`src/rtl/bcd_digit_entry_if.sv`:
```
// rtl/bcd_digit_entry_if.sv - key input and digit output bundle for bcd_digit_entry
interface bcd_digit_entry_if;
    logic       key_valid;
    logic [4:0] key_code;
    logic [3:0] edit_thousands;
    logic [3:0] edit_hundreds;
    logic [3:0] edit_tens;
    logic [3:0] edit_ones;
    logic [2:0] edit_count;
    logic [3:0] thousands;
    logic [3:0] hundreds;
    logic [3:0] tens;
    logic [3:0] ones;
    logic       commit;
    logic       key_err;

    modport master (
        output key_valid, key_code,
        input  edit_thousands, edit_hundreds, edit_tens, edit_ones, edit_count,
        input  thousands, hundreds, tens, ones, commit, key_err
    );

    modport slave (
        input  key_valid, key_code,
        output edit_thousands, edit_hundreds, edit_tens, edit_ones, edit_count,
        output thousands, hundreds, tens, ones, commit, key_err
    );
endinterface

```
`src/rtl/bcd_digit_entry.sv`:
```
// rtl/bcd_digit_entry.sv - keypad BCD edit buffer with backspace, clear and enter-commit
module bcd_digit_entry #(
    parameter logic [4:0] BKSP_CODE  = 5'd10,
    parameter logic [4:0] CLR_CODE   = 5'd11,
    parameter logic [4:0] ENTER_CODE = 5'd12
) (
    input  logic            clk,
    input  logic            rst,
    bcd_digit_entry_if.slave bus
);
    // The digit counter doubles as the state: EMPTY, PARTIAL (1-3), FULL.
    localparam logic [2:0] ST_EMPTY = 3'd0;
    localparam logic [2:0] ST_FULL  = 3'd4;

    logic [3:0] r_edit_th, r_edit_hu, r_edit_te, r_edit_on;
    logic [3:0] r_cmt_th, r_cmt_hu, r_cmt_te, r_cmt_on;
    logic [2:0] r_count;
    logic       r_commit;
    logic       r_key_err;

    logic w_is_digit, w_is_bksp, w_is_clr, w_is_enter;

    assign w_is_digit = bus.key_valid && (bus.key_code <= 5'd9);
    assign w_is_bksp  = bus.key_valid && (bus.key_code == BKSP_CODE);
    assign w_is_clr   = bus.key_valid && (bus.key_code == CLR_CODE);
    assign w_is_enter = bus.key_valid && (bus.key_code == ENTER_CODE);

    always_ff @(posedge clk) begin
        if (rst) begin
            r_edit_th <= 4'd0;
            r_edit_hu <= 4'd0;
            r_edit_te <= 4'd0;
            r_edit_on <= 4'd0;
            r_cmt_th  <= 4'd0;
            r_cmt_hu  <= 4'd0;
            r_cmt_te  <= 4'd0;
            r_cmt_on  <= 4'd0;
            r_count   <= ST_EMPTY;
            r_commit  <= 1'b0;
            r_key_err <= 1'b0;
        end else begin
            r_commit  <= 1'b0;
            r_key_err <= 1'b0;
            if (w_is_digit) begin
                if (r_count == ST_FULL) begin
                    r_key_err <= 1'b1;
                end else begin
                    r_edit_th <= r_edit_hu;
                    r_edit_hu <= r_edit_te;
                    r_edit_te <= r_edit_on;
                    r_edit_on <= bus.key_code[3:0];
                    r_count   <= r_count + 3'd1;
                end
            end else if (w_is_bksp) begin
                if (r_count == ST_EMPTY) begin
                    r_key_err <= 1'b1;
                end else begin
                    r_edit_on <= r_edit_te;
                    r_edit_te <= r_edit_hu;
                    r_edit_hu <= r_edit_th;
                    r_edit_th <= 4'd0;
                    r_count   <= r_count - 3'd1;
                end
            end else if (w_is_clr || w_is_enter) begin
                if (w_is_enter) begin
                    r_cmt_th <= r_edit_th;
                    r_cmt_hu <= r_edit_hu;
                    r_cmt_te <= r_edit_te;
                    r_cmt_on <= r_edit_on;
                    r_commit <= 1'b1;
                end
                r_edit_th <= 4'd0;
                r_edit_hu <= 4'd0;
                r_edit_te <= 4'd0;
                r_edit_on <= 4'd0;
                r_count   <= ST_EMPTY;
            end
        end
    end

    assign bus.edit_thousands = r_edit_th;
    assign bus.edit_hundreds  = r_edit_hu;
    assign bus.edit_tens      = r_edit_te;
    assign bus.edit_ones      = r_edit_on;
    assign bus.edit_count     = r_count;
    assign bus.thousands      = r_cmt_th;
    assign bus.hundreds       = r_cmt_hu;
    assign bus.tens           = r_cmt_te;
    assign bus.ones           = r_cmt_on;
    assign bus.commit         = r_commit;
    assign bus.key_err        = r_key_err;
endmodule

```
`src/flat_wrapper.sv`:
```
// flat-port wrapper written by rule: the top's interface ports become plain ports
module bcd_digit_entry_flat 
#(
    parameter logic [4:0] BKSP_CODE  = 5'd10,
    parameter logic [4:0] CLR_CODE   = 5'd11,
    parameter logic [4:0] ENTER_CODE = 5'd12
)
  (clk, rst, bus_key_valid, bus_key_code, bus_edit_thousands, bus_edit_hundreds, bus_edit_tens, bus_edit_ones, bus_edit_count, bus_thousands, bus_hundreds, bus_tens, bus_ones, bus_commit, bus_key_err);
  bcd_digit_entry_if bus_i ();
  input  logic clk;
  input  logic rst;
  input wire logic [$bits(bus_i.key_valid)-1:0] bus_key_valid;
  input wire logic [$bits(bus_i.key_code)-1:0] bus_key_code;
  output wire logic [$bits(bus_i.edit_thousands)-1:0] bus_edit_thousands;
  output wire logic [$bits(bus_i.edit_hundreds)-1:0] bus_edit_hundreds;
  output wire logic [$bits(bus_i.edit_tens)-1:0] bus_edit_tens;
  output wire logic [$bits(bus_i.edit_ones)-1:0] bus_edit_ones;
  output wire logic [$bits(bus_i.edit_count)-1:0] bus_edit_count;
  output wire logic [$bits(bus_i.thousands)-1:0] bus_thousands;
  output wire logic [$bits(bus_i.hundreds)-1:0] bus_hundreds;
  output wire logic [$bits(bus_i.tens)-1:0] bus_tens;
  output wire logic [$bits(bus_i.ones)-1:0] bus_ones;
  output wire logic [$bits(bus_i.commit)-1:0] bus_commit;
  output wire logic [$bits(bus_i.key_err)-1:0] bus_key_err;
  assign bus_i.key_valid = bus_key_valid;
  assign bus_i.key_code = bus_key_code;
  assign bus_edit_thousands = bus_i.edit_thousands;
  assign bus_edit_hundreds = bus_i.edit_hundreds;
  assign bus_edit_tens = bus_i.edit_tens;
  assign bus_edit_ones = bus_i.edit_ones;
  assign bus_edit_count = bus_i.edit_count;
  assign bus_thousands = bus_i.thousands;
  assign bus_hundreds = bus_i.hundreds;
  assign bus_tens = bus_i.tens;
  assign bus_ones = bus_i.ones;
  assign bus_commit = bus_i.commit;
  assign bus_key_err = bus_i.key_err;
  bcd_digit_entry #(.BKSP_CODE(BKSP_CODE), .CLR_CODE(CLR_CODE), .ENTER_CODE(ENTER_CODE)) u_core (.clk(clk), .rst(rst), .bus(bus_i));
endmodule
```
`config.mk`:
```
export PLATFORM = sky130hd
export DESIGN_NAME = bcd_digit_entry_flat
export DESIGN_NICKNAME = d
export VERILOG_FILES = /design/src/rtl/bcd_digit_entry_if.sv /design/src/rtl/bcd_digit_entry.sv /design/src/flat_wrapper.sv
export SDC_FILE = /design/constraint.sdc
export NUM_CORES = 1
export LEC_CHECK = 0
export ABC_AREA = 0
export CORE_UTILIZATION = 44
export DETAILED_ROUTE_END_ITERATION = 10
export PLACE_DENSITY_LB_ADDON = 0.15
export SETUP_SLACK_MARGIN = 0.5
export SLEW_MARGIN = 20
export SYNTH_ARGS = -nofsm -noshare
export SYNTH_HDL_FRONTEND = slang
export SYNTH_SLANG_ARGS = --single-unit
```
`constraint.sdc`:
```
create_clock -name clk -period 1.7 [get_ports clk]
set_clock_uncertainty 0.2 [all_clocks]
set_input_delay 0.34 -clock clk [delete_from_list [all_inputs] [get_ports clk]]
set_output_delay 0.34 -clock clk [all_outputs]
set_load 0.03 [all_outputs]
```
**Word level (Yosys, flattened, before mapping)**

Cells that the tools add are included.

- Register bits: 37
- Input bits: 8
- Output and inout port bits: 37
- Logic and storage cells: 60

- Add/subtract/negate cells: 2
- $lt $le $gt $ge: 1
- Equality and inequality tests: 6
- Multiplexer cells: 27
- Bitwise logic cells: 3
- Reductions and logical operators: 10

Operators by type and width:

| cell | number |
|---|---|
| 4-bit 2-to-1 mux | 17 |
| 5-bit by 4-bit == test with 1-bit output, second input constant | 3 |
| 3-bit 2-to-1 mux | 5 |
| 5-bit by 4-bit <= comparator with 1-bit output, second input constant | 1 |
| 1-bit 2-to-1 mux | 5 |
| 1-bit logical AND | 4 |
| 4-bit AND reduction | 1 |
| 4-bit OR reduction | 1 |
| 3-bit by 1-bit adder with 3-bit output, second input constant | 1 |
| 3-bit == test, second input constant | 1 |
| 3-bit zero test | 1 |
| 3-bit by 2-bit inequality test with 1-bit output, second input constant | 1 |
| 1-bit inverter | 3 |
| 3-bit AND reduction | 1 |
| 3-bit nonzero test | 1 |
| 3-bit by 1-bit subtractor with 3-bit output, second input constant | 1 |
| 2-bit inequality test, second input constant | 1 |
| 1-bit logical OR | 1 |

**Logic depth before layout (Yosys ltp)**

- Word-level depth: 6
- Gate-level depth with buffers: 7

**Worst setup path after synthesis**

No wires, ideal clock.

- Path type: flip-flop to flip-flop
- From: register u_core.r_count[0], in the netlist u_core.bus.edit_count[0]
- To: register u_core.r_edit_on[0], in the netlist u_core.bus.edit_ones[0]
- Setup time: 0.142 ns
- Arrival: 1.764 ns
- Path slack: -0.406 ns
- Stages on the path, launching flop included: 7
- Buffers on the path: 0
- Clock period less this slack: 2.106 ns
- Cells stage by stage: dfxtp_1 inv_1 ha_1 and4bb_2 a32o_2 nor2_8 a311oi_2

- Cells in the longest elaborated chain, start to end: 3

RTL lines:

| what | RTL line | RTL |
|---|---|---|
| start, declared | bcd_digit_entry.sv:17 | `logic [2:0] r_count;` |
| start signal, assigned | bcd_digit_entry.sv:52 | `r_count <= r_count + 3'd1;` |
| start signal, assigned | bcd_digit_entry.sv:62 | `r_count <= r_count - 3'd1;` |
| 3-bit == test or 3-bit zero test (tied branches) | bcd_digit_entry.sv:45, bcd_digit_entry.sv:55 |  |
| 2-bit inequality test (no source line) or 3-bit by 2-bit inequality test with 1-bit output (tied branches) | n/a |  |
| 3-bit AND reduction (no source line) * | n/a |  |
| end signal, assigned | bcd_digit_entry.sv:51 | `r_edit_on <= bus.key_code[3:0];` |
| end signal, assigned | bcd_digit_entry.sv:58 | `r_edit_on <= r_edit_te;` |
| end, declared | bcd_digit_entry.sv:15 | `logic [3:0] r_edit_th, r_edit_hu, r_edit_te, r_edit_on;` |

Every way passes the cells marked *; elsewhere a longest branch is shown, timed or not.
A chain may end at the register's enable or synchronous reset.

**Final worst setup path**

- From: register u_core.r_count[0], in the netlist u_core.bus.edit_count[0]
- To: register u_core.r_edit_te[1], in the netlist u_core.bus.edit_tens[1]

- Cells in the longest elaborated chain, start to end: 3

RTL lines:

| what | RTL line | RTL |
|---|---|---|
| 3-bit == test or 3-bit zero test (tied branches) | bcd_digit_entry.sv:45, bcd_digit_entry.sv:55 |  |
| 2-bit inequality test (no source line) or 3-bit by 2-bit inequality test with 1-bit output (tied branches) | n/a |  |
| 3-bit AND reduction (no source line) * | n/a |  |
| end signal, assigned | bcd_digit_entry.sv:50 | `r_edit_te <= r_edit_on;` |
| end signal, assigned | bcd_digit_entry.sv:59 | `r_edit_te <= r_edit_hu;` |
| end, declared | bcd_digit_entry.sv:15 |  |

Marks and branches as above.

==> reports/summary.txt <==
Status = complete, but fails checks
Failing checks = negative setup slack
Fmax achieved = 0.534 GHz
Dpl ws = -0.575 ns
Fill count = 246
LEAKAGE = 1.54 nW
I/O Pins = 45
Netlist Area Pre-Place = 1840 µm²
Remaining global-route overflow = 0
DR top layer = met4
Crit start category = flop
Max stage delay on crit path = 0.36 ns
Sequential standard cell area = 793 µm²
Multi-input gate area = 1160 µm²
Clk sinks = 37
Via/cell ratio = 5.52
Largest net degree at the start of global routing = 15
Routed Antenna Nets = 0
Initial core utilization = 46.0%
Vias = 1926
Nets@finish = 310
Initial antenna violation count = 0
Setup ws final = -0.172 ns
Area growth syn-to-layout = 77.2%
RePlAce Congestion = 0.938
Routed wire length on met3 = 286 µm
CP endpoint kind = flop
CTS tree = built
Critical Path, Cell by Cell = inv_4 -> ha_4 -> and4bb_2 -> a32oi_4 -> buf_4 -> buf_4 -> a21oi_1 -> a211oi_2
Antenna cells = 0
Detailed placement HPWL = 3740 µm
Post-Synthesis Cells = 182
Slew Limit Fails = 0
Final setup viols = 18
Reg clk slew, reported paths = 0.08 ns
Top-area cell type share of the netlist area = 40.2%
Area leader, netlist = dfxtp_1
H-tree Lvls = 2
Post-synth top flop = dfxtp_1
Global-route usage over all layers = 29.1%
Met1 wire length = 2480 µm
Met2 WL = 3100 µm
Post-synth EDFFs = 0
Number of I/O port buffers = 44
Syn avg cell area = 10.1 µm²
Die Ht = 66.7 µm
Pre-Repair DR Iteration Count = 6
Global-route wire length before repair = 9240 µm
Clock Root Buffer = clkbuf_8
Sequential share of the synthesized area = 40.2%
Share of layout cells above drive strength 1 = 67.2%
Clock Latency Late Sink = 0.29 ns
Cells after DPL = 310
Cts bufs inserted = 5
RSZ-0062 raised after global routing = true
Top post-synthesis cells by area = dfxtp_1 (40%), mux2i_1 (11%), a211oi_2 (4.8%)
Yosys reg bits = 37
CORE AREA = 4000 µm²
Hold Vio Cnt, Final = 0
Post-Synthesis Net Count = 193
Crit Path Max Fanout = 3
Crit path top cell by count = buf_4
Pwr Density = 601 nW/µm²
Slowest CP cell = dfxtp_4
Worst Tran Pin Value = 0.442 ns
DRT Wirelength = 6040 µm
Synth warnings = 0
Minimum clock period = 1.87 ns
Max_slew headroom = 70.5%
Row cnt = 23
Setup TNS = -1.36 ns
Initial DRC count = 82
Number of global-route vias before repair = 1915
Max_cap viols = 0
DRC viols = 0
Leading cell types in the layout, fill and taps excluded = buf_4 (55), buf_6 (52), dfxtp_2 (33), mux2i_1 (20), nor2_1 (18)
Worst EP required = 1.70 ns
Cell Count, Final, Fillers Out = 349
Maximum vdd drop = 578 µV
CTS max path bufs = 2
Routed length per instance = 17.3 µm
Worst hold path type = input port to flop
Worst Setup Path Type = flop to flop
Critical path arrival = 1.87 ns
Commonest non-fill, non-tap cell in the layout = buf_4
Die Footprint = 4450 µm²
DIE WIDTH = 66.7 µm
Synth cell types = 38
Period utilization = 110%
Synth async-reset ratio = 0%
final cells by class:
cell class	instances	share of cell area [%]
Sequential cell	37	24.3
Clock buffer	6	2.88
Clock inverter	1	0.153
Tap cell	50	1.92
Inverter	2	0.384
Multi-Input combinational cell	134	35.4
Timing Repair Buffer	119	34.9
through the flow:
step                      hold slack [ns]  util (%)  area (µm²)  power [mW]
final                               0.251      81.5        3260        1.96
after global routing                0.259      81.5        3260        2.03
after CTS                           0.254      79.2        3170        1.94
after detailed placement            0.282      67.2        2690        1.22
after global placement              0.274      67.2        2690        1.21
after floorplan                     0.322         -        1930        1.08
where the power goes:
group | switching [mW] | internal (mW)
Sequential | 0.0122 | 0.880
Clock | 0.313 | 0.367
Combinational | 0.198 | 0.190
Total | 0.523 | 1.44
worst max-delay path: cells and delay by family (launching register included):
kind / cells / cell delay, ns
AO/OA/AOI/OAI: 3 / 0.52
adder cells (fa/ha/maj): 1 / 0.15
buffers and inverters: 3 / 0.30
flip-flops: 1 / 0.36
AND/OR/NAND/NOR: 1 / 0.24
path summary, 6_finish.rpt:
path | end | start | slack, ns | cells past startpoint
setup / recovery | u_core.bus.edit_tens[1] | u_core.bus.edit_count[0] | -0.17 | 8
hold / removal | u_core.bus.edit_ones[2] | bus_key_code[2] | 0.25 | 3
setup reg to reg | u_core.bus.edit_tens[1] | u_core.bus.edit_count[0] | -0.17 | 8
hold reg to reg | u_core.bus.hundreds[2] | u_core.bus.hundreds[2] | 0.30 | 2
metal layers:
layer  up-vias  global-route usage (%)
li1        904                       -
met1       935                    33.4
met2        73                    50.3
met3        14                    6.85
met4         0                    13.6
met5         -                       0
Yosys cell counts, types with 3 or more instances:
cell and number:
a21oi_1 11, dfxtp_1 37, ha_1 3, a211oi_2 7, clkbuf_1 4, nor2b_1 5
and3_1 8, o21bai_1 4, buf_2 5, nor2_1 20, nand2b_1 9, nand2_1 5
o41ai_2 4, mux2i_1 20, o21ai_1 5, a22oi_1 6
timing repair:
action,in CTS,in global routing
setup buffers,24,5
hold buffers,0,0
endpoints found under the setup margin,74,73
gates resized for setup,346,15
cloned,3,0
hold endpoints to repair,0,0
pin swaps,16,7
flip-flops by register name, summed over array words and instances (netlist names):
| signal | flops |
|---|---|
| u_core.bus.edit_tens | 4 |
| u_core.bus.edit_ones | 4 |
| u_core.bus.commit | 1 |
| u_core.bus.thousands | 4 |
| u_core.bus.tens | 4 |
| u_core.bus.edit_thousands | 4 |
| u_core.bus.hundreds | 4 |
| u_core.bus.key_err | 1 |
| u_core.bus.ones | 4 |
| u_core.bus.edit_hundreds | 4 |
| u_core.bus.edit_count | 3 |
kinds of logic (layout without fill, tap and decap cells):
family                     after synthesis  in the layout  share of synthesized area, %
buffers and inverters                   13            128                          3.60
AOI/OAI and AO/OA                       51             51                          24.8
muxes                                   20             20                          10.9
DFF                                     37             37                          40.2
adders and majority gates                3              3                          2.04
and+or+nand+nor                         58             60                          18.4
(Power assumes the default switching activity.)
